$ cat src/rtl/inst_fetch.sv
// Instruction fetch: owns the PC, drives a combinational instruction ROM and
// buffers {pc, inst} pairs for decode. Optional zero-word halt: FETCH_ZERO_HALT_EN.
module inst_fetch #(
    parameter logic [31:0] RESET_PC = 32'h0000_0000,
    parameter int          DEPTH    = 2
) (
    input  logic        clk,
    input  logic        rst,
    input  logic        redirect,
    input  logic [31:0] redirect_pc,
    output logic        mem_ce,
    output logic [31:0] mem_addr,
    input  logic [31:0] mem_inst,
    output logic        out_valid,
    input  logic        out_ready,
    output logic [31:0] out_pc,
    output logic [31:0] out_inst,
    output logic        halted
);
    localparam int AW = (DEPTH > 1) ? $clog2(DEPTH) : 1;
    localparam int CW = $clog2(DEPTH + 1);
    localparam logic [CW-1:0] DEPTH_C = CW'(DEPTH);
    localparam logic [AW-1:0] LAST_PTR = AW'(DEPTH - 1);

    typedef enum logic [1:0] {IDLE, FETCH, HALTED} state_t;

    state_t         state_reg, state_next;
    logic [31:0]    pc_reg, pc_next;
    logic [CW-1:0]  count_reg;
    logic [AW-1:0]  wr_ptr_reg, rd_ptr_reg;
    logic [31:0]    pc_mem   [DEPTH];
    logic [31:0]    inst_mem [DEPTH];
    logic           fetch, push, pop, has_data, halt_hit;
    logic           unused_bits;

    assign unused_bits = ^redirect_pc[1:0];

    function automatic logic [AW-1:0] ptr_inc(input logic [AW-1:0] p);
        return (p == LAST_PTR) ? '0 : p + AW'(1);
    endfunction

    // Head is only meaningful while the buffer holds data; otherwise read as zero.
    assign has_data  = rst && (count_reg != '0);
    assign out_valid = has_data && !redirect;
    assign pop       = out_valid && out_ready;
    assign out_pc    = has_data ? pc_mem[rd_ptr_reg]   : '0;
    assign out_inst  = has_data ? inst_mem[rd_ptr_reg] : '0;
    assign mem_ce    = fetch;
    assign mem_addr  = pc_reg;

    always_comb begin
        state_next = state_reg;
        pc_next    = pc_reg;
        fetch      = 1'b0;
        push       = 1'b0;
        halt_hit   = 1'b0;
        case (state_reg)
            IDLE: state_next = FETCH;
            FETCH: begin
                // A pop in this cycle frees a slot for the word being fetched now.
                fetch = rst && !redirect && ((count_reg < DEPTH_C) || pop);
`ifdef FETCH_ZERO_HALT_EN
                if (fetch && (mem_inst == 32'h0000_0000)) begin
                    halt_hit   = 1'b1;
                    state_next = HALTED;
                end else begin
                    push = fetch;
                end
`else
                push = fetch;
`endif
                if (push) begin
                    pc_next = pc_reg + 32'd4;
                end
            end
            default: ;
        endcase
        if (redirect) begin
            state_next = FETCH;
            pc_next    = {redirect_pc[31:2], 2'b00};
        end
    end

    always_ff @(posedge clk) begin
        if (!rst) begin
            state_reg  <= IDLE;
            pc_reg     <= RESET_PC;
            count_reg  <= '0;
            wr_ptr_reg <= '0;
            rd_ptr_reg <= '0;
        end else begin
            state_reg <= state_next;
            pc_reg    <= pc_next;
            if (redirect) begin
                count_reg  <= '0;
                wr_ptr_reg <= '0;
                rd_ptr_reg <= '0;
            end else begin
                if (push) begin
                    pc_mem[wr_ptr_reg]   <= pc_reg;
                    inst_mem[wr_ptr_reg] <= mem_inst;
                    wr_ptr_reg           <= ptr_inc(wr_ptr_reg);
                end
                if (pop) begin
                    rd_ptr_reg <= ptr_inc(rd_ptr_reg);
                end
                case ({push, pop})
                    2'b10:   count_reg <= count_reg + CW'(1);
                    2'b01:   count_reg <= count_reg - CW'(1);
                    default: ;
                endcase
            end
        end
    end

`ifdef FETCH_ZERO_HALT_EN
    logic halted_reg;
    always_ff @(posedge clk) begin
        if (!rst || redirect) begin
            halted_reg <= 1'b0;
        end else if (halt_hit) begin
            halted_reg <= 1'b1;
        end
    end
    assign halted = halted_reg;
`else
    logic unused_halt;
    assign unused_halt = halt_hit;
    assign halted = 1'b0;
`endif

endmodule
$ cat config.mk
export PLATFORM = sky130hd
export DESIGN_NAME = inst_fetch
export DESIGN_NICKNAME = d
export VERILOG_FILES = /design/src/rtl/inst_fetch.sv
export SDC_FILE = /design/constraint.sdc
export NUM_CORES = 1
export LEC_CHECK = 0
export CAP_MARGIN = 25
export CORE_UTILIZATION = 40
export DETAILED_ROUTE_END_ITERATION = 6
export MAX_ROUTING_LAYER = met4
export PLACE_DENSITY = 0.72
export SKIP_LAST_GASP = 1
export SLEW_MARGIN = 5
export SYNTH_ARGS = -nofsm -noshare
export SYNTH_HDL_FRONTEND = slang
export SYNTH_SLANG_ARGS = --single-unit
$ cat constraint.sdc
create_clock -name clk -period 5.5 [get_ports clk]
set_input_delay 1.1 -clock clk [delete_from_list [all_inputs] [get_ports clk]]
set_output_delay 1.1 -clock clk [all_outputs]
set_load 0.02 [all_outputs]
After elaboration in Yosys (flattened, before gate mapping)
Memories as Yosys holds them, arrays and structs flattened. A register that Yosys moved wholly into a read port is not among the register bits.
Cells that the tools add are included.
Cells by class
  add/sub/neg operators: 5
  magnitude comparators: 1
  equality and inequality tests: 2
  muxes and demuxes: 19
  bitwise operators: 1
  reduce and logical (&&, ||, !) cells: 16
Operators with widths (count)
  32-bit two-way mux: 5
  32-bit by 3-bit adder with 32-bit output, second input constant: 1
  1-bit two-way mux: 13
  2-bit nonzero test: 5
  1-bit logical AND: 5
  2-bit case mux with 2 select lines: 1
  2-bit AND reduction: 2
  1-bit adder, second input constant: 2
  2-bit by 1-bit adder with 2-bit output, second input constant: 1
  2-bit by 1-bit equality test with 1-bit output, second input constant: 1
  2-bit equality test, second input constant: 1
  2-bit logical NOT: 1
  2-bit less-than comparator, second input constant: 1
  2-bit OR reduction: 1
  2-bit by 1-bit subtractor with 2-bit output, second input constant: 1
  1-bit logical NOT: 1
  1-bit logical OR: 1
  1-bit NOT: 1
Storage, ports and cells
  bits in registers: 37
  RAM bits: 128
  bits of input ports: 68
  output and inout port bits: 99
  memories kept: 2
Memory list
  inst_mem: depth 2, width 32, read ports 1, clocked after Yosys merged registers in 1, wr ports 1, line 32  | logic [31:0] inst_mem [DEPTH];
  pc_mem: depth 2, width 32, read ports 1, clocked after Yosys merged registers in 1, wr ports 1, line 31  | logic [31:0] pc_mem [DEPTH];

Depth between registers and ports, before layout
Gate-level depths: netlist of run 1.
  depth after elaboration: 11
  gate-level depth with buffers: 8

Least setup slack after synthesis of run 1
OpenSTA, ideal clock, no wires.
  path type: input -> register
  start: input out_ready
  end: memory inst_mem[0][0], enable pin
  setup time: 0.482 ns
  arrival time: 4.061 ns
  data required time: 5.018 ns
  path slack: 0.957 ns
  cell stages on the path: 4
  path buffers: 0
  path through: nand2b_2 -> and2_1 -> nand2_1 -> nor2_1
Between the ends
  cells in the longest elaborated chain, start to end: 8
Ends and longest elaborated chain
  start, declared: line 15  | input logic out_ready,
  1-bit logical AND: line 45  | assign pop = out_valid && out_ready;
  1-bit logical OR: line 61  | fetch = rst && !redirect && ((count_reg < DEPTH_C) || pop);
  1-bit logical AND: line 61
  1-bit two-way mux: line 57  | case (state_reg)
  1-bit two-way mux: line 99  | if (push) begin
  1-bit two-way mux: line 94  | if (redirect) begin
  1-bit two-way mux: line 85  | if (!rst) begin
  1-bit two-way mux (implied by the code): line 101  | inst_mem[wr_ptr_reg] <= mem_inst;
  end, declared: line 32
Every way passes these cells.

Worst setup path in the final report of run 1
  start: input out_ready
  end: output mem_ce
Between the ends
  cells in the longest elaborated chain, start to end: 4
Ends and longest elaborated chain
  1-bit logical AND: line 45
  1-bit logical OR: line 61
  1-bit logical AND: line 61
  1-bit two-way mux: line 57
  end, declared: line 11  | output logic mem_ce,
Every way passes these cells.

==> qor.json, run 1 <==
{
  "routed_wire_length_per_instance": {"value": 16.9, "unit": "um"},
  "mostFrequentLayoutCell": {"value": "clkdlybuf4s50_1"},
  "synth_simple_gate_area_frac": {"value": 0.121},
  "synth_edf_count": {"value": 124},
  "antenna_left": {"value": 0},
  "finalWirelength": {"value": 15100, "unit": "um"},
  "max_flop_register": {"value": "inst_mem"},
  "f_max": {"value": 225, "unit": "MHz"},
  "syn-mean-instance-area": {"value": 13.2, "unit": "sq um"},
  "final_net_count": {"value": 735},
  "internal_power": {"value": 2.10, "unit": "mW"},
  "cts.sinks": {"value": 160},
  "run_status": {"value": "completed"},
  "first_pass_iters": {"value": 5},
  "critical_path_peak_fanout": {"value": 11},
  "yosysWarnings": {"value": 0},
  "io_buffers": {"value": 159},
  "min_period": {"value": 4440, "unit": "ps"},
  "die_w": {"value": 131, "unit": "um"},
  "core_area": {"value": 16100, "unit": "sq um"},
  "clk_latency": {"value": 410, "unit": "ps"},
  "seq_power_share": {"value": 0.514},
  "tritoncts": {"value": "built"},
  "holdBufCountCts": {"value": 0},
  "drive_gt1_frac": {"value": 0.0724},
  "cts_repair_resize_count": {"value": 0},
  "slew_violations": {"value": 0},
  "synth_top_family_by_area": {"value": "simple AND/OR/NAND/NOR gates"},
  "synthAdderAreaFrac": {"value": 0.00374},
  "syn_to_final_growth": {"value": 35.3, "unit": "%"},
  "setup_repair_after_global_routing_missed_its_margin": {"value": "false"},
  "worstMarginPinSlew": {"value": 895, "unit": "ps"},
  "cts_buffers": {"value": 17},
  "clock_tree.htree_level_count": {"value": 4},
  "p_sw_frac": {"value": 0.214},
  "setup_tns": {"value": 0, "unit": "ps"},
  "timing.final.hold_violations": {"value": 0},
  "syn-cell-area": {"value": 6690, "unit": "sq um"},
  "drt_drc_violations_left": {"value": 0},
  "drt_iter0_markers": {"value": 231},
  "crit_path_arrival_time": {"value": 3340, "unit": "ps"},
  "synth_xor_area_frac": {"value": 0.0393},
  "largest_register_ff_count": {"value": 64},
  "cts.repair_timing.setup_buffer_count": {"value": 0},
  "combPwrFrac": {"value": 0.071},
  "clk_root_buffer_cell": {"value": "clkbuf_16"},
  "dpl.hpwl": {"value": 10100, "unit": "um"},
  "slew_headroom": {"value": 0.404},
  "power_per_unit_of_standard_cell_area": {"value": 295, "unit": "nW/um^2"},
  "max-cap-violations": {"value": 0},
  "finClkSkew": {"value": 7.31, "unit": "ps"},
  "synthMuxAreaShare": {"value": 0.0960},
  "vias_per_cell": {"value": 5.08},
  "grt_start_max_net_pins": {"value": 63},
  "hp-class": {"value": "register to register"},
  "antenna_found_initial": {"value": 0},
  "leakage": {"value": 2.88, "unit": "nW"},
  "dieHeight": {"value": 131, "unit": "um"},
  "globalplace.congestion": {"value": 0.889},
  "critPathCaptureType": {"value": "output pin"},
  "cts-root-to-sink-buffers": {"value": 2},
  "antenna_cells": {"value": 0},
  "criticalPathCategory": {"value": "input pin to output pin"},
  "postSynth.asyncResetShare": {"value": 0},
  "grt_overflow": {"value": 0},
  "category_of_the_worst_setup_path_launch_point": {"value": "input pin"},
  "std_cell_rows": {"value": 46},
  "ys_dominant_reg_cell": {"value": "edfxtp_1"},
  "initial_core_utilization": {"value": 0.415},
  "fin_crit_sh": {"value": 0.807},
  "ys_types": {"value": 47},
  "totalPowerFinal": {"value": 2.67, "unit": "mW"},
  "synth-compound-area-share": {"value": 0.0501},
  "layout_common_cells": {"value": "clkdlybuf4s50_1 (159), edfxtp_1 (124), nor2_1 (73)"},
  "register_bit_count_reported_by_yosys": {"value": 160},
  "final_count_of_negative_setup_slack_endpoints": {"value": 0},
  "vias": {"value": 4532},
  "irDropWorstVdd": {"value": 0.207, "unit": "mV"},
  "design.portCount": {"value": 167},
  "syn-instance-count": {"value": 507},
  "cp.required": {"value": 4400, "unit": "ps"},
  "die_area": {"value": 17200, "unit": "sq um"},
  "yosysSeqAreaShare": {"value": 0.665},
  "wire_length_of_the_first_global_routing_pass": {"value": 24200, "unit": "um"},
  "net-switching-power": {"value": 0.572, "unit": "mW"},
  "clk_pwr_share": {"value": 0.414},
  "cts.clk_slew.worst_paths": {"value": 60, "unit": "ps"},
  "via_count_of_the_first_global_routing_pass": {"value": 4544},
  "track_usage": {"value": 0.188}
}
-- synth_stat cells (all sizes together) (2+ instances only) --
| library cell | count | share of area |
|---|---|---|
| and4 | 3 | 0.0041 |
| nand2 | 21 | 0.012 |
| nor4 | 3 | 0.0047 |
| xnor2 | 17 | 0.022 |
| nand4 | 15 | 0.016 |
| a21oi | 22 | 0.016 |
| nor3 | 5 | 0.0054 |
| nor2 | 74 | 0.042 |
| and2 | 10 | 0.0097 |
| and3 | 4 | 0.0045 |
| edfxtp | 124 | 0.56 |
| a22o | 3 | 0.0039 |
| xor2 | 13 | 0.017 |
| o311ai | 2 | 0.0026 |
| dfxtp | 36 | 0.11 |
| o21ai | 29 | 0.022 |
| nand2b | 2 | 0.0022 |
| nand3 | 16 | 0.012 |
| ha | 2 | 0.0037 |
| clkbuf | 15 | 0.0099 |
| buf | 14 | 0.012 |
| mux2i | 63 | 0.094 |
-- metal layers --
layer,share of wire,track usage,routed length (um)
met5,0,-,0
met3,0.060,0.0409,901
met1,0.44,0.236,6620
met2,0.48,0.297,7260
met4,0.019,0.0717,288
-- layout make-up --
cell class / count / area [sq um]
timing repair buffer: 165 / 1660
sequential: 160 / 4450
multi-input combinational: 319 / 2110
tap: 216 / 270
clock inverter: 10 / 113
inverter: 2 / 7.51
clock buffer: 21 / 440
fill: 1320 / 7070
-- per-stage QoR --
stage          hold WS [ps]  setup WS [ps]  std cells  instance area [sq um]   util
6_report                534           1060        893                   9050  0.562
5_1_grt                 545            909        893                   9050  0.562
4_1_cts                 530           1060        893                   9050  0.562
3_5_place_dp            510           1070        862                   8500  0.527
3_3_place_gp            499           1090        861                   8470  0.526
2_1_floorplan           481            957        511                   6700      -
-- critical path, stage by stage --
cell and delay (ps):
clkdlybuf4s50_1 470, nand2b_2 170, and2_1 440, nand2_1 220
inv_1 270, clkdlybuf4s50_1 660
-- logic make-up after synthesis --
| family | count (synthesis) |
|---|---|
| flops | 160 |
| simple gates | 158 |
| mux | 64 |
| compound gates | 60 |
| buf+inv | 32 |
| xor+xnor | 30 |
| fa+ha+maj | 2 |
| other cells | 1 |
-- final timing paths --
check	from	end	slack, ps	cells past startpoint
worst max-delay path	out_ready	mem_ce	1060	6
worst min-delay path	rd_ptr_reg	rd_ptr_reg	530	2
worst max register to register	count_reg[1]	inst_mem[1][30]	2850	5
worst min register to register	rd_ptr_reg	rd_ptr_reg	530	2
-- power groups by stage --
stage          clock network (mW)  registers (mW)  logic, mW
5_1_grt                      1.18            1.38      0.205
4_1_cts                      1.13            1.37      0.192
6_report                     1.11            1.37      0.191
2_1_floorplan                   0            1.41     0.0699
3_3_place_gp                    0            1.40      0.186
3_5_place_dp                    0            1.40      0.191
Note: power is estimated with default switching activity, not from simulation.
==> run 2, diff against run 1 <==
- clock period: 5.5 -> 4.2 ns (I/O delays scaled with it)
==> run 2 against run 1 <==
Effect of this change:
- core utilization rose by 0.44 points
- combinational power up 32%
- via count fell by 0.22%
- first-iteration DRC count rose by 9.5%
- worst hold slack worse by 13 ps
- highest routed layer unchanged
- die area unchanged
- total power grew 34%
- clock skew rose by 1.3 ps
- largest cell class unchanged
- critical endpoint is now out_pc[21]
- largest power group unchanged
- sequential power rose by 31%
- critical path depth fell by 1
- critical path type unchanged
==> qor.json, run 2 (synthesized netlist as in run 1, its figures left out) <==
{
  "most_common_cell_type_on_the_critical_path": {"value": "clkdlybuf4s50_1", "change": "unchanged"},
  "multi_input_logic_area": {"value": 2110, "unit": "sq um", "change": "unchanged"},
  "routed_wire_length_per_instance": {"value": 17.1, "unit": "um", "change": "was 16.9 um"},
  "f_max": {"value": 265, "unit": "MHz"},
  "totalPowerFinal": {"value": 3.57, "unit": "mW", "change": "was 2.67 mW"},
  "clock_tree.htree_level_count": {"value": 4, "change": "unchanged"},
  "worstMarginPinSlew": {"value": 679, "unit": "ps", "change": "was 895 ps"},
  "tritoncts": {"value": "built", "change": "unchanged"},
  "cts_repair_resize_count": {"value": 0, "change": "unchanged"},
  "first_pass_iters": {"value": 4, "change": "was 5"},
  "slew_violations": {"value": 0, "change": "unchanged"},
  "mostFrequentLayoutCell": {"value": "clkdlybuf4s50_1", "change": "unchanged"},
  "globalplace.congestion": {"value": 0.842, "change": "was 0.889"},
  "cts.sinks": {"value": 160, "change": "unchanged"},
  "cp_slowest_cell": {"value": "clkdlybuf4s50_1", "change": "unchanged"},
  "antenna_cells": {"value": 0, "change": "unchanged"},
  "hp-class": {"value": "register to register", "change": "unchanged"},
  "drive_gt1_frac": {"value": 0.0835, "change": "was 0.0724"},
  "min_period": {"value": 3770, "unit": "ps"},
  "leakage": {"value": 2.93, "unit": "nW", "change": "was 2.88 nW"},
  "vias_per_cell": {"value": 5.03, "change": "was 5.08"},
  "max-cap-violations": {"value": 0, "change": "unchanged"},
  "timing.critical_path.max_delay_family": {"value": "buffers and inverters", "change": "unchanged"},
  "cts.clk_slew.worst_paths": {"value": 60, "unit": "ps", "change": "about the same"},
  "groute.layer.met2.usage": {"value": 0.303, "change": "was 0.297"},
  "drt_iter0_markers": {"value": 253, "change": "was 231"},
  "run_status": {"value": "completed", "change": "unchanged"},
  "hold_path.startpoint": {"value": "rd_ptr_reg", "change": "unchanged"},
  "max_flop_register": {"value": "inst_mem", "change": "unchanged"},
  "track_usage": {"value": 0.190, "change": "was 0.188"},
  "antenna_left": {"value": 0, "change": "unchanged"},
  "power_per_unit_of_standard_cell_area": {"value": 391, "unit": "nW/um^2", "change": "was 295 nW/um^2"},
  "seqCellArea": {"value": 4450, "unit": "sq um", "change": "unchanged"},
  "grt_util_met3": {"value": 0.0529, "change": "was 0.0409"},
  "post-route-worst-setup-slack": {"value": 428, "unit": "ps", "change": "was 1060 ps"},
  "r2r_end": {"value": "inst_mem[1][2]", "change": "was inst_mem[1][30]"},
  "die_area": {"value": 17200, "unit": "sq um", "change": "unchanged"},
  "crit_path_arrival_time": {"value": 2930, "unit": "ps", "change": "was 3340 ps"},
  "critPathCaptureType": {"value": "output pin", "change": "unchanged"},
  "final_count_of_negative_setup_slack_endpoints": {"value": 0, "change": "unchanged"},
  "grt_start_max_net_pins": {"value": 63, "change": "unchanged"},
  "worstReg2RegStart": {"value": "count_reg[1]", "change": "unchanged"},
  "design.portCount": {"value": 167, "change": "unchanged"},
  "global_route.peak_usage_layer": {"value": "met2", "change": "unchanged"},
  "critical_path_peak_fanout": {"value": 62, "change": "was 11"},
  "std_cell_rows": {"value": 46, "change": "unchanged"},
  "setup_repair_after_global_routing_missed_its_margin": {"value": "false", "change": "unchanged"},
  "vias": {"value": 4522, "change": "was 4,532"},
  "category_of_the_worst_setup_path_launch_point": {"value": "input pin", "change": "unchanged"},
  "layout_common_cells": {"value": "clkdlybuf4s50_1 (159), edfxtp_1 (124), nor2_1 (73)", "change": "unchanged"},
  "setup_tns": {"value": 0, "unit": "ps", "change": "unchanged"},
  "critical_path_buf_inv_count": {"value": 3, "change": "unchanged"},
  "globalRouteMet1Util": {"value": 0.236, "change": "about the same"},
  "regToRegSetupSlack": {"value": 1980, "unit": "ps", "change": "was 2850 ps"},
  "final_net_count": {"value": 741, "change": "was 735"},
  "hold_ws": {"value": 521, "unit": "ps", "change": "was 534 ps"},
  "largest_register_ff_count": {"value": 64, "change": "unchanged"},
  "fin_crit_sh": {"value": 0.898},
  "finalWirelength": {"value": 15300, "unit": "um", "change": "was 15,100 um"},
  "cp.required": {"value": 3360, "unit": "ps", "change": "was 4400 ps"},
  "detailedPlace.worstSlack": {"value": 422, "unit": "ps", "change": "was 1070 ps"},
  "die_w": {"value": 131, "unit": "um", "change": "unchanged"},
  "grt_overflow": {"value": 0, "change": "unchanged"},
  "critical_path.cell_chain": {"value": "clkdlybuf4s50_1 > o21ai_4 > buf_4 > nor2_1 > clkdlybuf4s50_1", "change": "was clkdlybuf4s50_1 > nand2b_2 > and2_1 > nand2_1 > inv_1 > clkdlybuf4s50_1"},
  "wire_length_of_the_first_global_routing_pass": {"value": 24400, "unit": "um", "change": "was 24,200 um"},
  "cts.repair_timing.setup_buffer_count": {"value": 0, "change": "unchanged"},
  "antenna_found_initial": {"value": 0, "change": "unchanged"},
  "clk_latency": {"value": 420, "unit": "ps", "change": "was 410 ps"},
  "timing.critical_path.slowest_cell_delay": {"value": 630, "unit": "ps", "change": "was 660 ps"},
  "worst_reg_to_reg_path_cell_count": {"value": 7, "change": "was 5"},
  "drt_drc_violations_left": {"value": 0, "change": "unchanged"},
  "core_area": {"value": 16100, "unit": "sq um", "change": "unchanged"},
  "finClkSkew": {"value": 8.60, "unit": "ps", "change": "was 7.31 ps"},
  "criticalPathCategory": {"value": "input pin to output pin", "change": "unchanged"},
  "initial_core_utilization": {"value": 0.415, "change": "unchanged"},
  "dpl.hpwl": {"value": 10200, "unit": "um", "change": "was 10,100 um"},
  "num-fill-cells": {"value": 1344, "change": "was 1,320"},
  "cts-root-to-sink-buffers": {"value": 2, "change": "unchanged"},
  "dieHeight": {"value": 131, "unit": "um", "change": "unchanged"},
  "syn_to_final_growth": {"value": 36.4, "unit": "%", "change": "was 35.3%"},
  "holdBufCountCts": {"value": 0, "change": "unchanged"},
  "crit_start": {"value": "rst", "change": "was out_ready"},
  "cts_buffers": {"value": 17, "change": "unchanged"},
  "io_buffers": {"value": 159, "change": "unchanged"},
  "via_count_of_the_first_global_routing_pass": {"value": 4503, "change": "was 4,544"},
  "irDropWorstVdd": {"value": 0.274, "unit": "mV", "change": "was 0.207 mV"},
  "min_path_cells": {"value": 2, "change": "unchanged"},
  "slew_headroom": {"value": 0.548, "change": "was 0.404"},
  "timing.final.hold_violations": {"value": 0, "change": "unchanged"},
  "clk_root_buffer_cell": {"value": "clkbuf_16", "change": "unchanged"}
}
==> run 2: routing by layer <==
metal	part of all wire	routed length, um
met2	0.48	7350
met3	0.045	690
met1	0.47	7170
met4	0.0087	133
met5	0	0
==> run 2: how the worst max path moves through the flow <==
stage | endpoint | cells after the start
after floorplan | inst_mem[1][0] | 5
after global placement | out_pc[14] | 5
after detailed placement | out_pc[16] | 5
after CTS | out_pc[16] | 5
after global routing | out_pc[16] | 5
final | out_pc[21] | 5
==> run 2: worst min-delay path, delay by kind of cell (launching register included) <==
kind / cells / cell delay, ps
xor gates and xnor gates: 1 / 90
DFF: 1 / 320
and+or+nand+nor: 1 / 80
==> run 2: area by class of cell <==
type | instances | share of cell area
sequential | 160 | 0.488
clock inverter | 13 | 0.0159
timing repair buffer | 171 | 0.187
tap | 216 | 0.0296
inverter | 2 | 0.000823
clock buffer | 18 | 0.0471
multi-input combinational | 319 | 0.232
==> run 2: power breakdown <==
group	switching (mW)	leakage (nW)	internal, mW	total, mW
Combinational	0.121	1.22	0.131	0.253
Sequential	0.0480	1.43	1.75	1.80
Clock	0.595	0.278	0.922	1.52
==> run 2: stage by stage <==
| step | util | instance area, sq um | instances |
|---|---|---|---|
| 2_1_floorplan | - | 6710 | 511 |
| 3_3_place_gp | 0.530 | 8550 | 868 |
| 3_5_place_dp | 0.530 | 8550 | 868 |
| 4_1_cts | 0.566 | 9120 | 899 |
| 5_1_grt | 0.566 | 9120 | 899 |
| 6_report | 0.566 | 9120 | 899 |
